$ cat config.mk
export PLATFORM = sky130hd
export DESIGN_NAME = wb_stage_dual
export DESIGN_NICKNAME = d
export VERILOG_FILES = /design/src/rtl/wb_stage_dual_pkg.sv /design/src/rtl/wb_stage_dual_trace_mux.sv /design/src/rtl/wb_stage_dual.sv
export SDC_FILE = /design/constraint.sdc
export NUM_CORES = 1
export LEC_CHECK = 0
export CELL_PAD_IN_SITES_DETAIL_PLACEMENT = 1
export CELL_PAD_IN_SITES_GLOBAL_PLACEMENT = 2
export CORE_MARGIN = 2
export CORE_UTILIZATION = 28
export DETAILED_ROUTE_END_ITERATION = 8
export GPL_ROUTABILITY_DRIVEN = 0
export PLACE_DENSITY_LB_ADDON = 0.1
export SYNTH_ARGS = -nofsm -noshare
export SYNTH_HDL_FRONTEND = slang
export SYNTH_SLANG_ARGS = --single-unit
$ cat constraint.sdc
create_clock -name wb_in_clk -period 6.74 [get_ports wb_in_clk]
set_input_delay 1.011 -clock wb_in_clk [delete_from_list [all_inputs] [get_ports wb_in_clk]]
set_output_delay 1.011 -clock wb_in_clk [all_outputs]
set_load 0.1 [all_outputs]
$ cat src/rtl/wb_stage_dual_pkg.sv
// Shared definitions for the dual-issue write-back stage: FSM encodings,
// default lane field widths and the packed width of one memory-to-WB lane.
package wb_stage_dual_pkg;

    typedef enum logic [1:0] {
        WB_ST_EMPTY = 2'd0,
        WB_ST_EMIT1 = 2'd1,
        WB_ST_EMIT2 = 2'd2
    } wb_state_e;

    localparam int LANE_ADDR_W = 5;
    localparam int LANE_DATA_W = 32;
    localparam int LANE_PC_W   = 32;

    // One lane packs as {valid, pc, we, waddr, wdata}.
    function automatic int ms_to_ws_bus_width(input int pc_w, input int addr_w, input int data_w);
        return 2 + pc_w + addr_w + data_w;
    endfunction

endpackage

$ cat src/rtl/wb_stage_dual_trace_mux.sv
// Combinational lane select for the single difftest trace port, plus the
// trace field formatting (byte enables expanded from the lane write flag).
module wb_trace_mux
    import wb_stage_dual_pkg::*;
#(
    parameter int ADDR_W = LANE_ADDR_W,
    parameter int DATA_W = LANE_DATA_W,
    parameter int PC_W   = LANE_PC_W
) (
    input  wb_state_e          state,
    input  logic               lane_valid [2],
    input  logic [PC_W-1:0]    lane_pc    [2],
    input  logic               lane_we    [2],
    input  logic [ADDR_W-1:0]  lane_waddr [2],
    input  logic [DATA_W-1:0]  lane_wdata [2],
    output logic [PC_W-1:0]    debug_wb_pc,
    output logic [3:0]         debug_wb_rf_we,
    output logic [ADDR_W-1:0]  debug_wb_rf_wnum,
    output logic [DATA_W-1:0]  debug_wb_rf_wdata
);

    logic show;
    logic sel;

    always_comb begin
        show = 1'b0;
        sel  = 1'b0;
        case (state)
            WB_ST_EMIT1: begin
                show = 1'b1;
                sel  = !lane_valid[0];
            end
            WB_ST_EMIT2: begin
                show = 1'b1;
                sel  = 1'b1;
            end
            default: ;
        endcase
    end

    always_comb begin
        debug_wb_pc       = '0;
        debug_wb_rf_we    = '0;
        debug_wb_rf_wnum  = '0;
        debug_wb_rf_wdata = '0;
        if (show) begin
            debug_wb_pc       = lane_pc[sel];
            debug_wb_rf_we    = {4{lane_we[sel] & (lane_waddr[sel] != '0)}};
            debug_wb_rf_wnum  = lane_waddr[sel];
            debug_wb_rf_wdata = lane_wdata[sel];
        end
    end

endmodule

$ cat src/rtl/wb_stage_dual.sv
// Dual-issue write-back stage: latches a two-lane bundle, writes both RF ports
// in the first cycle, and serialises the retired lanes onto one trace port.
module wb_stage_dual
    import wb_stage_dual_pkg::*;
#(
    parameter int ADDR_W = LANE_ADDR_W,
    parameter int DATA_W = LANE_DATA_W,
    parameter int PC_W   = LANE_PC_W
) (
    input  logic               wb_in_clk,
    input  logic               wb_in_rst,
    input  logic               ms_to_ws_valid,
    output logic               ws_allowin,
    input  logic               l1_valid,
    input  logic [PC_W-1:0]    l1_pc,
    input  logic               l1_we,
    input  logic [ADDR_W-1:0]  l1_waddr,
    input  logic [DATA_W-1:0]  l1_wdata,
    input  logic               l2_valid,
    input  logic [PC_W-1:0]    l2_pc,
    input  logic               l2_we,
    input  logic [ADDR_W-1:0]  l2_waddr,
    input  logic [DATA_W-1:0]  l2_wdata,
    output logic               rf_we1,
    output logic [ADDR_W-1:0]  rf_waddr1,
    output logic [DATA_W-1:0]  rf_wdata1,
    output logic               rf_we2,
    output logic [ADDR_W-1:0]  rf_waddr2,
    output logic [DATA_W-1:0]  rf_wdata2,
    output logic [PC_W-1:0]    debug_wb_pc,
    output logic [3:0]         debug_wb_rf_we,
    output logic [ADDR_W-1:0]  debug_wb_rf_wnum,
    output logic [DATA_W-1:0]  debug_wb_rf_wdata
);

    localparam int LANE_W = ms_to_ws_bus_width(PC_W, ADDR_W, DATA_W);

    wb_state_e state_reg;
    wb_state_e state_next;

    logic [LANE_W-1:0] lane_in    [2];
    logic [LANE_W-1:0] bundle_reg [2];

    logic              b_valid [2];
    logic [PC_W-1:0]   b_pc    [2];
    logic              b_we    [2];
    logic [ADDR_W-1:0] b_waddr [2];
    logic [DATA_W-1:0] b_wdata [2];
    logic              b_wr    [2];

    logic accept;
    logic any_valid_in;

    assign lane_in[0] = {l1_valid, l1_pc, l1_we, l1_waddr, l1_wdata};
    assign lane_in[1] = {l2_valid, l2_pc, l2_we, l2_waddr, l2_wdata};

    generate
        for (genvar gi = 0; gi < 2; gi++) begin : g_lane
            always_ff @(posedge wb_in_clk or posedge wb_in_rst) begin
                if (wb_in_rst) begin
                    bundle_reg[gi] <= '0;
                end else if (accept) begin
                    bundle_reg[gi] <= lane_in[gi];
                end
            end

            assign b_valid[gi] = bundle_reg[gi][LANE_W-1];
            assign b_pc[gi]    = bundle_reg[gi][LANE_W-2 -: PC_W];
            assign b_we[gi]    = bundle_reg[gi][ADDR_W+DATA_W];
            assign b_waddr[gi] = bundle_reg[gi][ADDR_W+DATA_W-1 -: ADDR_W];
            assign b_wdata[gi] = bundle_reg[gi][DATA_W-1:0];
            // r0 is hardwired zero, so a write to it is never issued.
            assign b_wr[gi]    = b_valid[gi] & b_we[gi] & (b_waddr[gi] != '0);
        end
    endgenerate

    assign ws_allowin = (state_reg == WB_ST_EMPTY)
                      | ((state_reg == WB_ST_EMIT1) & !(b_valid[0] & b_valid[1]))
                      | (state_reg == WB_ST_EMIT2);

    assign accept       = ms_to_ws_valid & ws_allowin;
    assign any_valid_in = l1_valid | l2_valid;

    always_ff @(posedge wb_in_clk or posedge wb_in_rst) begin
        if (wb_in_rst) begin
            state_reg <= WB_ST_EMPTY;
        end else begin
            state_reg <= state_next;
        end
    end

    // An accepted bundle with no valid lane is dropped without ever reaching EMIT1.
    always_comb begin
        state_next = state_reg;
        case (state_reg)
            WB_ST_EMIT1: begin
                if (b_valid[0] & b_valid[1]) begin
                    state_next = WB_ST_EMIT2;
                end else if (accept & any_valid_in) begin
                    state_next = WB_ST_EMIT1;
                end else begin
                    state_next = WB_ST_EMPTY;
                end
            end
            WB_ST_EMPTY, WB_ST_EMIT2: begin
                state_next = (accept & any_valid_in) ? WB_ST_EMIT1 : WB_ST_EMPTY;
            end
            default: state_next = WB_ST_EMPTY;
        endcase
    end

    // Same-destination writes are passed through untouched; the RF resolves them.
    assign rf_we1    = (state_reg == WB_ST_EMIT1) & b_wr[0];
    assign rf_waddr1 = b_waddr[0];
    assign rf_wdata1 = b_wdata[0];
    assign rf_we2    = (state_reg == WB_ST_EMIT1) & b_wr[1];
    assign rf_waddr2 = b_waddr[1];
    assign rf_wdata2 = b_wdata[1];

    wb_trace_mux #(
        .ADDR_W (ADDR_W),
        .DATA_W (DATA_W),
        .PC_W   (PC_W)
    ) u_trace_mux (
        .state             (state_reg),
        .lane_valid        (b_valid),
        .lane_pc           (b_pc),
        .lane_we           (b_we),
        .lane_waddr        (b_waddr),
        .lane_wdata        (b_wdata),
        .debug_wb_pc       (debug_wb_pc),
        .debug_wb_rf_we    (debug_wb_rf_we),
        .debug_wb_rf_wnum  (debug_wb_rf_wnum),
        .debug_wb_rf_wdata (debug_wb_rf_wdata)
    );

endmodule

==> metrics, run 1 <==
clk_skew 0.0154 ns; Post-Synthesis Cells 585; Fillers 2555; CTS Buffer Depth 2; die extent in x 161 um; total gr overflow 0; via count 5888; Async SR Flop Fraction 100%; nets 994; Cell Area, Synth 6930 sq um; Crit Path Max Fanout 50; Tcrit/Tclk final 77.4%; WL final 25.1 mm; Worst Max-Slew Pin Slew 1.16 ns; Tightest Hold Check Type flop to flop; Final Hold Viols 0; RSZ-0062 raised after global routing no; status complete, no violations; DRT iter0 DRCs 223; syn_area_per_cell 11.8 sq um; maxcap violations 0; initial antenna violation count 0; CTS buffer count 17; CTS resizes 0; Synth area leader dfrtp_1; Total GRT Usage 19.5%; # diodes 0; hold buffers post-CTS 0; clock root cell clkbuf_16; first-pass GRT wire length 39.2 mm; post-DR vias/cell 4.98; top-count cell post-synth dfrtp_1; share of cells above drive strength 1 14.3%; Critical Path End Type output port; DIE HEIGHT 161 um; synth top area cells dfrtp_1 (52%), mux2_2 (12%), mux2_1 (11%), o211ai_1 (7.6%), a21oi_1 (5.0%); effective utilization at floorplan 28.5%; worst setup margin 1.52 ns; CP max stage delay 1.17 ns; main combinational cell family by area after synthesis multiplexers; Post-synth EDFFs 0; DR WL/cell 21.2 um; total iterations of the first detailed-routing run 4; dpl hpwl 17.3 mm; Syn Nets 734; antenna-violating nets left 0; multiplexer area fraction after synthesis 23.1%; Tmin final 5.22 ns; largest net degree at the start of global routing 103; final setup violation count 0; simple-gate portion of the synthesized area 0.939%; Crit Path Category flop to output port; area of the core 24300 sq um; flops & latches, synth 144; Post-CTS Setup Inserts 0; area delta synth->final 54.1%; Synth cell types 26; Post-Synth Adder-Cell Area 0.722%; post-synth top area share 52.0%; CP arrival 4.21 ns; CP Cell Sequence inv_1 > ha_1 > nor2b_4 > buf_4 > o21ai_0 > a21oi_1 > clkdlybuf4s50_1; clock transition at the registers of the reported paths 0.07 ns; CTS sink count 144; Post-Synth XOR/XNOR Area 0%; Crit path required time 5.73 ns; TritonCTS clock tree built; Slowest cell on crit path clkdlybuf4s50_1; fmax 192 MHz; Residual DRC 0; I/O Pins 295; DIE AREA 26000 sq um; post-synthesis compound-gate area fraction 18.3%; H-tree Lvls 4; Post-synth top flop dfrtp_1; vias in the first global route 6468; synth warn 0; max_slew headroom 22.2%; max-slew violations 0; worst skew pair latency 0.42 ns; Largest register FFs 64; register area share after synthesis 52.0%; Worst setup SP type flop; Port-buffer cells 294; Post-Route Setup TNS 0 ns; # rows 57; dpl ws 1.90 ns; most instantiated cells after synthesis dfrtp_1 (144), mux2_2 (73), o211ai_1 (70)
## worst max-delay path: cells and delay by family (launching register included)
| family | cells | cell delay (ns) |
|---|---|---|
| buffers and inverters | 3 | 1.66 |
| and+or+nand+nor | 1 | 1.00 |
| DFF | 1 | 0.40 |
| adders and majority gates | 1 | 0.34 |
| AOI/OAI and AO/OA | 2 | 0.36 |
## metrics by stage
step | util, % | cells | cell area, sq um | hold WS (ns)
3_3_place_gp | 41.3 | 1150 | 10000 | 0.468
4_1_cts | 43.9 | 1182 | 10700 | 0.493
3_5_place_dp | 41.3 | 1150 | 10000 | 0.479
6_report | 43.9 | 1182 | 10700 | 0.487
2_1_floorplan | - | 585 | 6930 | 0.458
5_1_grt | 43.9 | 1182 | 10700 | 0.511
## worst paths after layout
check                        startpoint               endpoint  slack [ns]  cells after the start
max                        state_reg[1]  debug_wb_rf_wdata[15]        1.52                      7
min                            b_pc[17]               b_pc[17]        0.49                      1
max reg2reg                  b_valid[1]           rf_wdata2[4]        3.49                      5
min reg2reg                    b_pc[17]               b_pc[17]        0.49                      1
max in group asynchronous     wb_in_rst                b_pc[8]        4.41                      3
min in group asynchronous     wb_in_rst               b_pc[33]        1.19                      2
## metal layers
| metal | track usage [%] | share of wire [%] |
|---|---|---|
| met5 | 0 | 0 |
| met4 | 4.79 | 1.0 |
| met3 | 5.03 | 5.9 |
| met2 | 34.1 | 50 |
| met1 | 24.2 | 43 |
## cell usage in the layout (no fill, tap or decap), drive strengths merged
master and n:
a21oi 69, nand3 2, a211o 1, nor2 5, bufinv 3, clkinv 3
a31oi 1, ha 4, nor3 1, o211ai 70, clkinvlp 2, nor2b 1
inv 13, clkdlybuf4s50 294, and3 1, o2111ai 1, mux2 142, nand2 1
o21a 1, o22ai 1, o21ai 69, clkbuf 17, or4 2, dfrtp 144
buf 10
## area by class of cell
cell class                      count  area [sq um]  area share [%]
Sequential cell                   144          3600            33.8
Timing Repair Buffer              304          3020            28.3
Multi-Input combinational cell    372          2990            28.0
Clock buffer                       17           425            3.99
Tap cell                          324           405            3.80
Clock inverter                     15           199            1.86
Inverter                            6          27.5           0.258
## cells by family (layout without fill, tap and decap cells)
| group | after synthesis | after routing |
|---|---|---|
| mux | 142 | 142 |
| fa+ha+maj | 4 | 4 |
| simple gates | 13 | 13 |
| compound gates | 213 | 213 |
| flops | 144 | 144 |
| buf+inv | 69 | 342 |
Power of run 1 is left out: the tool's default activity adds up to more than one toggle a clock period on the data nets, which glitch-free logic cannot reach.
==> run 2, diff against run 1 <==
- CORE_UTILIZATION: 28 -> 24
- clock period: 6.74 -> 4.8 ns (I/O delays scaled with it)
==> metrics, run 2 (synthesis gave the netlist of run 1 again) <==
status complete, no violations; dpl ws 1.29 ns; worst setup margin 0.949 ns; RSZ-0062 raised after global routing no; Crit path required time 4.08 ns; maxcap violations 0; # rows 62; worst skew pair latency 0.42 ns; post-DR vias/cell 4.72; I/O Pins 295; Port-buffer cells 294; largest net degree at the start of global routing 76; area of the core 28500 sq um; total gr overflow 0; DRT iter0 DRCs 210; CTS Buffer Depth 2; clock transition at the registers of the reported paths 0.06 ns; Largest register FFs 64; total iterations of the first detailed-routing run 4; CTS buffer count 17; antenna-violating nets left 0; Post-Route Setup TNS 0 ns; Tightest Hold Check Type flop to flop; commonest non-fill, non-tap cell in the layout clkdlybuf4s50_1; clk_skew 0.0144 ns; area delta synth->final 53.0%; Tcrit/Tclk final 80.2%; r2r setup slk 1.82 ns; FF+latch area 3600 sq um; Fillers 3143; H-tree Lvls 4; CP arrival 3.13 ns; max-slew violations 0; via count 5874; Crit Path Category flop to output port; Final Non-Filler Cells 1245; initial antenna violation count 1; clock root cell clkbuf_16; Crit Path Max Fanout 47; first-pass GRT wire length 40.4 mm; DIE HEIGHT 174 um; Worst Max-Slew Pin Slew 1.04 ns; Critical Path End Type output port; Worst setup SP type flop; fmax 260 MHz; WL final 26.1 mm; DR WL/cell 20.9 um; dpl hpwl 18.4 mm; Tmin final 3.85 ns; Final Hold Viols 0; vias in the first global route 6562; CTS sink count 144; CTS resizes 0; final setup violation count 0; Post-CTS Setup Inserts 0; hold buffers post-CTS 0; post-route cell area 10600 sq um; DIE AREA 30200 sq um; Residual DRC 0; die extent in x 174 um; TritonCTS clock tree built; dpl cell area 9990 sq um; placed cells 1212; effective utilization at floorplan 24.3%; Total GRT Usage 17.4%; highest-count cells in the layout ignoring fill and taps clkdlybuf4s50_1 (221), dfrtp_1 (143), buf_4 (82); multi-input logic area 2990 sq um; nets 996; max_slew headroom 30.3%; share of cells above drive strength 1 22.9%
[run 2: per-layer routing]
| metal | GRT usage [%] | routed length (um) |
|---|---|---|
| met5 | 0 | 0 |
| met4 | 4.41 | 249 |
| met3 | 4.75 | 1580 |
| met2 | 30.0 | 13100 |
| met1 | 21.5 | 11100 |
[run 2: final cells by class]
| class | count | area share, % |
|---|---|---|
| sequential | 144 | 34.0 |
| multi-input combinational | 372 | 28.2 |
| timing repair buffer | 306 | 27.2 |
| tap | 384 | 4.53 |
| clock buffer | 20 | 4.31 |
| clock inverter | 12 | 1.39 |
| inverter | 6 | 0.260 |
| antenna | 1 | 0.0236 |
[run 2: worst paths after layout]
| kind | depth (start not counted) | startpoint | end |
|---|---|---|---|
| max | 7 | state_reg[0] | debug_wb_pc[23] |
| min | 1 | b_pc[26] | b_pc[26] |
| max reg2reg | 6 | state_reg[0] | rf_wdata2[5] |
| min reg2reg | 1 | b_pc[26] | b_pc[26] |
| max in group asynchronous | 3 | wb_in_rst | b_pc[32] |
| min in group asynchronous | 2 | wb_in_rst | b_pc[20] |
[run 2: metrics by stage]
stage	utilization [%]	hold WS [ns]
2_1_floorplan	-	0.458
3_3_place_gp	35.0	0.469
5_1_grt	37.1	0.512
6_report	37.1	0.488
4_1_cts	37.1	0.490
3_5_place_dp	35.0	0.475
[run 2: critical path: stages (launching register included)]
cell and delay (ns):
dfrtp_1 0.40, inv_1 0.12, ha_2 0.78, inv_2 0.52
buf_4 0.38, o211ai_1 0.12, a21oi_1 0.12, buf_4 0.25
Power of run 2 is left out for the same reason.
